<file path="src/rtl/toggle_load_gen_pkg.sv">
// -----------------------------------------------------------------------------
// toggle_load_gen_pkg
//
// Purpose : shared definitions for the switching-load generator. It holds the
//           per-channel pattern-source modes, the LFSR seed and tap mask, and
//           the LFSR step function. The top and the channel chain both use it.
//
// Contents:
//   mode_e     2-bit pattern-source selector (static, toggle, LFSR, burst)
//   LfsrSeed   value the shared LFSR is loaded with on reset
//   LfsrTaps   Galois feedback mask, applied when the bit shifted out is 1
//   lfsr_next  one right-shifting Galois step
// -----------------------------------------------------------------------------
package toggle_load_gen_pkg;

    typedef enum logic [1:0] {
        ModeStatic = 2'd0,
        ModeToggle = 2'd1,
        ModeLfsr   = 2'd2,
        ModeBurst  = 2'd3
    } mode_e;

    localparam logic [15:0] LfsrSeed = 16'hACE1;
    localparam logic [15:0] LfsrTaps = 16'hB400;

    // Right-shifting Galois form: bit 0 leaves, taps fold back when it was 1.
    function automatic logic [15:0] lfsr_next(input logic [15:0] state);
        return {1'b0, state[15:1]} ^ (state[0] ? LfsrTaps : 16'h0000);
    endfunction

endpackage

</file>
<file path="src/rtl/toggle_load_gen_chain.sv">
// -----------------------------------------------------------------------------
// toggle_load_gen_chain
//
// Purpose : one load channel. A mode-selected inject flop feeds a long shift
//           chain, and every flop in the chain switches when the pattern does.
//           The chain tail drives a divided probe output and a toggle counter.
//
// Ports:
//   main_clk      in   1        single clock, posedge
//   reset         in   1        asynchronous, active-high
//   run_s         in   1        synchronised run; 0 freezes the inject bit
//   mode          in   mode_e   pattern source for this channel
//   lfsr_bit      in   1        bit 0 of the shared LFSR
//   burst_active  in   1        shared burst on-window flag
//   tail          out  1        last chain flop
//   div_out       out  1        toggles every 2**(DIV_LOG2-1) tail rises
//   tog_cnt       out  CNTR_W   count of tail toggles, wraps
// -----------------------------------------------------------------------------
module toggle_load_gen_chain
    import toggle_load_gen_pkg::*;
#(
    parameter int unsigned CHAIN_LEN = 750,
    parameter int unsigned DIV_LOG2  = 5,
    parameter int unsigned CNTR_W    = 22
) (
    input  logic              main_clk,
    input  logic              reset,
    input  logic              run_s,
    input  mode_e             mode,
    input  logic              lfsr_bit,
    input  logic              burst_active,
    output logic              tail,
    output logic              div_out,
    output logic [CNTR_W-1:0] tog_cnt
);

    localparam int unsigned DivW = DIV_LOG2 - 1;

    logic inj_q, inj_d;

    // The chain is the load itself. It must stay as discrete flops, so
    // synthesis must not merge it or map it onto shift-register or RAM
    // primitives.
    (* keep = "true", preserve = "true" *) logic [CHAIN_LEN-1:0] chain_q;

    logic              tail_prev_q;
    logic [DivW-1:0]   div_cnt_q;
    logic              div_out_q;
    logic [CNTR_W-1:0] tog_cnt_q;

    logic tail_edge;
    logic tail_rise;

    assign tail      = chain_q[CHAIN_LEN-1];
    assign tail_edge = tail ^ tail_prev_q;
    assign tail_rise = tail & ~tail_prev_q;
    assign div_out   = div_out_q;
    assign tog_cnt   = tog_cnt_q;

    always_comb begin
        inj_d = inj_q;
        if (run_s) begin
            unique case (mode)
                ModeStatic: inj_d = 1'b0;
                ModeToggle: inj_d = ~inj_q;
                ModeLfsr:   inj_d = lfsr_bit;
                ModeBurst:  inj_d = burst_active ? ~inj_q : inj_q;
            endcase
        end
    end

    always_ff @(posedge main_clk or posedge reset) begin
        if (reset) begin
            inj_q       <= 1'b0;
            chain_q     <= '0;
            tail_prev_q <= 1'b0;
            div_cnt_q   <= '0;
            div_out_q   <= 1'b0;
            tog_cnt_q   <= '0;
        end else begin
            inj_q       <= inj_d;
            // Shifts every cycle whatever run is, so stale contents drain by themselves.
            chain_q     <= {chain_q[CHAIN_LEN-2:0], inj_q};
            tail_prev_q <= tail;
            if (tail_rise) begin
                div_cnt_q <= div_cnt_q + DivW'(1);
                if (&div_cnt_q) begin
                    div_out_q <= ~div_out_q;
                end
            end
            if (tail_edge) begin
                tog_cnt_q <= tog_cnt_q + CNTR_W'(1);
            end
        end
    end

endmodule

</file>
<file path="src/rtl/toggle_load_gen.sv">
// -----------------------------------------------------------------------------
// toggle_load_gen
//
// Purpose : multi-channel switching-load generator for side-channel work.
//           Each channel shifts a pattern (static, toggle, LFSR or gated
//           burst) through a long flop chain. Each chain tail drives a
//           probe-pin divider and a toggle counter. This block holds the run
//           synchroniser, the shared LFSR and the shared burst framer.
//
// Ports:
//   main_clk      in   1             single clock, all logic on posedge
//   reset         in   1             asynchronous, active-high
//   run           in   1             asynchronous button, synchronised here
//   ch_mode       in   2*NR_CH       channel i mode at [2i+1:2i]
//   burst_period  in   BURST_W       burst frame length, 0 acts as 1
//   burst_on      in   BURST_W       on-cycles per frame, >= period means always on
//   tail          out  NR_CH         registered chain tail per channel
//   div_out       out  NR_CH         divided tail indicator per channel
//   tog_cnt       out  CNTR_W*NR_CH  channel i toggle count at [i*CNTR_W +: CNTR_W]
//   burst_active  out  1             high during the on-window of the frame
// -----------------------------------------------------------------------------
module toggle_load_gen
    import toggle_load_gen_pkg::*;
#(
    parameter int unsigned NR_CH     = 4,
    parameter int unsigned CHAIN_LEN = 750,
    parameter int unsigned DIV_LOG2  = 5,
    parameter int unsigned CNTR_W    = 22,
    parameter int unsigned BURST_W   = 16
) (
    input  logic                    main_clk,
    input  logic                    reset,
    input  logic                    run,
    input  logic [2*NR_CH-1:0]      ch_mode,
    input  logic [BURST_W-1:0]      burst_period,
    input  logic [BURST_W-1:0]      burst_on,
    output logic [NR_CH-1:0]        tail,
    output logic [NR_CH-1:0]        div_out,
    output logic [CNTR_W*NR_CH-1:0] tog_cnt,
    output logic                    burst_active
);

    logic               run_meta_q;
    logic               run_s_q;
    logic [15:0]        lfsr_q, lfsr_d;
    logic [BURST_W-1:0] burst_cnt_q, burst_cnt_d;
    logic [BURST_W-1:0] burst_len;
    logic               burst_active_q, burst_active_d;

    assign burst_active = burst_active_q;

    always_comb begin
        burst_len = (burst_period == '0) ? BURST_W'(1) : burst_period;
        // A compare with >= rather than == also wraps at once when the period
        // shrinks below the current count.
        if (burst_cnt_q >= burst_len - BURST_W'(1)) begin
            burst_cnt_d = '0;
        end else begin
            burst_cnt_d = burst_cnt_q + BURST_W'(1);
        end
        burst_active_d = (burst_cnt_q < burst_on);
        lfsr_d         = run_s_q ? lfsr_next(lfsr_q) : lfsr_q;
    end

    always_ff @(posedge main_clk or posedge reset) begin
        if (reset) begin
            run_meta_q     <= 1'b0;
            run_s_q        <= 1'b0;
            lfsr_q         <= LfsrSeed;
            burst_cnt_q    <= '0;
            burst_active_q <= 1'b0;
        end else begin
            run_meta_q     <= run;
            run_s_q        <= run_meta_q;
            lfsr_q         <= lfsr_d;
            burst_cnt_q    <= burst_cnt_d;
            burst_active_q <= burst_active_d;
        end
    end

    for (genvar i = 0; i < NR_CH; i++) begin : g_ch
        toggle_load_gen_chain #(
            .CHAIN_LEN (CHAIN_LEN),
            .DIV_LOG2  (DIV_LOG2),
            .CNTR_W    (CNTR_W)
        ) u_chain (
            .main_clk     (main_clk),
            .reset        (reset),
            .run_s        (run_s_q),
            .mode         (mode_e'(ch_mode[2*i +: 2])),
            .lfsr_bit     (lfsr_q[0]),
            .burst_active (burst_active_q),
            .tail         (tail[i]),
            .div_out      (div_out[i]),
            .tog_cnt      (tog_cnt[i*CNTR_W +: CNTR_W])
        );
    end

endmodule

</file>
<file path="config.mk">
export PLATFORM = sky130hd
export DESIGN_NAME = toggle_load_gen
export DESIGN_NICKNAME = d
export VERILOG_FILES = /design/src/rtl/toggle_load_gen_pkg.sv /design/src/rtl/toggle_load_gen_chain.sv /design/src/rtl/toggle_load_gen.sv
export SDC_FILE = /design/constraint.sdc
export NUM_CORES = 2
export LEC_CHECK = 0
export ABC_AREA = 1
export CORE_UTILIZATION = 63
export CTS_BUF_LIST = sky130_fd_sc_hd__clkbuf_4
export DETAILED_ROUTE_END_ITERATION = 10
export MAX_ROUTING_LAYER = met4
export PLACE_DENSITY = 0.8
export SETUP_SLACK_MARGIN = 0.2
export SYNTH_ARGS = -nofsm -noshare
export SYNTH_HDL_FRONTEND = slang
export SYNTH_SLANG_ARGS = --single-unit
</file>
<file path="constraint.sdc">
create_clock -name main_clk -period 154.7 [get_ports main_clk]
set_input_delay 30.94 -clock main_clk [delete_from_list [all_inputs] [get_ports main_clk]]
set_output_delay 30.94 -clock main_clk [all_outputs]
set_load 0.02 [all_outputs]
</file>
==> qor.yml <==
logic_synthesis:
  synth_warnings: 0
  postSynth.asyncResetShare: 1.00
  cell_count_after_synthesis: 3966
  post_synth_instance_area_um2: 83400
  synth.avg_cell_area_um2: 21.0
  syn_nets: 4054
  postSynthRegisterBits: 3151
  synthDistinctLibCells: 34
  synth-seq-area-share: 0.946
  synth-edff-count: 0
  yosys_most_used_dff: "dfrtp_1"
sta:
  post_route_setup_tns_ns: 0
  rsz0062_at_grt: "false"
  setup_viol: 0
  drv_slew: 0
  fin_worst_hold_slack_ns: 0.289
  hold_viol: 0
  min_period_over_period: 0.225
  rel_slew_slack: 0.229
  max_clock_skew_ns: 0.0932
  worstMarginPinSlew_ns: 1.16
  fmax_mhz: 28.8
  finalWorstPathRequiredPeriod_ns: 34.78
outcome:
  run_status: "complete, no violations"
grt:
  globalRouteTotalUtil: 0.267
  number_of_global_route_vias_before_repair: 41900
  number_of_antenna_violations_at_the_first_check_in_global_routing: 5
  grt_overflow_total: 0
  grt_first_pass_wirelength_mm: 255
  grt_start_max_net_pins: 215
worst_hold_path:
  hold_start: "g_ch[1].u_chain.chain_q[153]"
  hp-class: "register to register"
final_layout:
  finalNetCount: 4930
  final_layout_size_suffix_gt1_frac: 0.222
  final_util: 0.731
  final_area_um2: 96100
  areaGrowthSynthToFinish_pct: 15.2
  num-fill-cells: 6914
power:
  power_leakage_nw: 51.9
  power_density_nw_per_um2: 15.7
  total_power_mw: 1.51
  vdd.ir_drop.worst_v: 0.0000121
critical_path:
  cp-startpoint: "reset"
  crit_path_start_kind: "primary input"
  worst-endpoint-required_ns: 155.92
  cpMostUsedCell: "buf_4"
  slowest_stage: "buf_4"
  timing.setup.critical_path_class: "primary input to async pin"
  path_cells: "clkdlybuf4s50_1 > inv_8 > buf_4 > buf_4 > buf_4 > buf_4"
  critical_path.reg2reg.startpoint: "burst_cnt_q[11]"
  critical_path.top_delay_family: "buffers and inverters"
  combined_buffer_and_inverter_count_along_the_critical_path: 6
  cp_max_fo: 138
  worst_path_largest_cell_delay_ns: 0.99
  critical_path_arrival_ns: 35.99
  endpoint_kind: "async pin"
  reg2reg_slack_ns: 152.45
detailed_routing:
  avgRoutedWirePerCell_um: 22.9
  first_pass_iters: 8
  drt_wl_total_mm: 162
  drt_iter0_markers: 2650
  remaining_drc_errors: 0
  via_count: 34700
  drtAntennaViolNets: 0
  via_per_inst: 4.89
die:
  io-pin-count: 140
  std_cell_rows: 133
  fp.dieH_um: 366
  die_area_um2: 134000
  floorplan.core_area_um2: 131000
  start_util: 0.634
  chipWidth_um: 366
placed_design:
  finalWeightedCongestion: 0.844
  place_area_um2: 87200
  dpl.hpwl_mm: 81.7
  portBuffers: 139
clocking:
  clock_root_cell: "clkbuf_4"
  clkTransAtPathRegs_ns: 0.14
  hold_fix_buffer_count_after_cts: 0
  insertion_delay_ns: 1.33
  tritoncts: "built"
  tritoncts.num_buffers: 715
  clock_tree.htree_level_count: 6
  max-clock-path-buffers: 4
  post_cts_buffers: 0
  cts_repair_resize_count: 0
  clock_sinks: 3151
flow_run:
  maxCapViolations: 0
[cell usage after synthesis (6+ instances only)]
cell | n | share of area
nand2_2 | 7 | 0.00053
nand4_1 | 22 | 0.0017
a21oi_1 | 19 | 0.0011
inv_1 | 126 | 0.0057
nor3_1 | 17 | 0.0010
nor2_2 | 9 | 0.00068
o21ai_0 | 19 | 0.0011
xnor2_1 | 45 | 0.0047
nand3_1 | 48 | 0.0029
buf_4 | 9 | 0.00081
dfstp_2 | 8 | 0.0025
nor2_4 | 6 | 0.00081
nor2_1 | 101 | 0.0045
xor2_1 | 62 | 0.0065
ha_1 | 45 | 0.0068
nor3_2 | 7 | 0.00084
dfrtp_1 | 3143 | 0.94
nand2_1 | 225 | 0.010
[routing by layer]
metal | global-route usage | up-vias | share of wire
met3 | 0.0532 | 277 | 0.036
met2 | 0.421 | 1004 | 0.53
met1 | 0.359 | 18900 | 0.42
met4 | 0.0871 | 0 | 0.018
met5 | - | - | 0
li1 | - | 14500 | -
[cells by family (layout without fill, tap and decap cells)]
| family | after synthesis | count (layout) | synth area share |
|---|---|---|---|
| compound gates | 53 | 53 | 0.00348 |
| other cells | 0 | 6 | 0 |
| buf+inv | 144 | 1515 | 0.00690 |
| simple gates | 461 | 461 | 0.0254 |
| flops | 3151 | 3151 | 0.946 |
| fa+ha+maj | 45 | 45 | 0.00675 |
| xor+xnor | 107 | 107 | 0.0112 |
| mux | 5 | 5 | 0.000675 |
[metrics by stage]
stage	instances	setup WS, ns
after floorplan	3966	34.65
after global placement	5880	118.83
after detailed placement	5880	118.46
after CTS	7092	119.93
after global routing	7097	119.18
final	7098	119.92
[final cells by class]
| cell class | instances | area [um^2] | area share |
|---|---|---|---|
| antenna | 6 | 15.0 | 0.000156 |
| clock buffer | 1047 | 7860 | 0.0818 |
| clock inverter | 165 | 1000 | 0.0104 |
| inverter | 131 | 499 | 0.00520 |
| multi-input combinational | 671 | 3970 | 0.0413 |
| sequential | 3151 | 78900 | 0.821 |
| tap | 1755 | 2200 | 0.0229 |
| timing repair buffer | 172 | 1690 | 0.0176 |
[cell usage in the layout (no fill, tap or decap), types with 6 or more instances in the layout]
cell / netlist / final
nor2_2: 9 / 9
a21oi_1: 19 / 19
clkdlybuf4s50_1: 0 / 139
bufinv_16: 0 / 11
ha_1: 45 / 45
o21ai_0: 19 / 19
nor3_2: 7 / 7
clkinv_2: 0 / 10
inv_2: 5 / 12
buf_4: 9 / 29
diode_2: 0 / 6
nand2_1: 225 / 225
dfstp_2: 8 / 8
xnor2_1: 45 / 45
nand2_2: 7 / 7
clkinv_1: 0 / 118
clkinvlp_4: 0 / 12
nand4_1: 22 / 22
nor2_1: 101 / 101
clkinv_4: 0 / 6
nand3_1: 48 / 48
inv_1: 126 / 125
dfrtp_1: 3143 / 3143
nor2_4: 6 / 6
clkbuf_4: 0 / 1047
xor2_1: 62 / 62
nor3_1: 17 / 17
[state kept, by name, indices dropped and copies added, names as in the netlist]
register	flops
burst_active	1
burst_cnt_q	16
g_ch.u_chain.chain_q	3000
g_ch.u_chain.div_cnt_q	16
g_ch.u_chain.div_out	4
g_ch.u_chain.inj_q	4
g_ch.u_chain.tail_prev_q	4
g_ch.u_chain.tog_cnt	88
lfsr_q	16
run_meta_q	1
run_s_q	1
[report_power, final]
group / switching (mW) / total (mW) / internal [mW] / leakage [nW]
Combinational: 0.0206 / 0.0253 / 0.00467 / 3.04
Sequential: 0.00527 / 0.836 / 0.831 / 43.6
Clock: 0.324 / 0.652 / 0.328 / 5.26
[path summary, 6_finish.rpt]
| path | endpoint | cells after the start |
|---|---|---|
| max in group main_clk | tog_cnt[47] | 1 |
| setup / recovery | g_ch[1].u_chain.chain_q[44] | 6 |
| hold reg to reg | g_ch[1].u_chain.chain_q[154] | 0 |
| hold / removal | g_ch[1].u_chain.chain_q[154] | 0 |
| setup reg to reg | burst_cnt_q[2] | 6 |
| min in group asynchronous | g_ch[2].u_chain.chain_q[169] | 2 |
(Power assumes the default switching activity.)
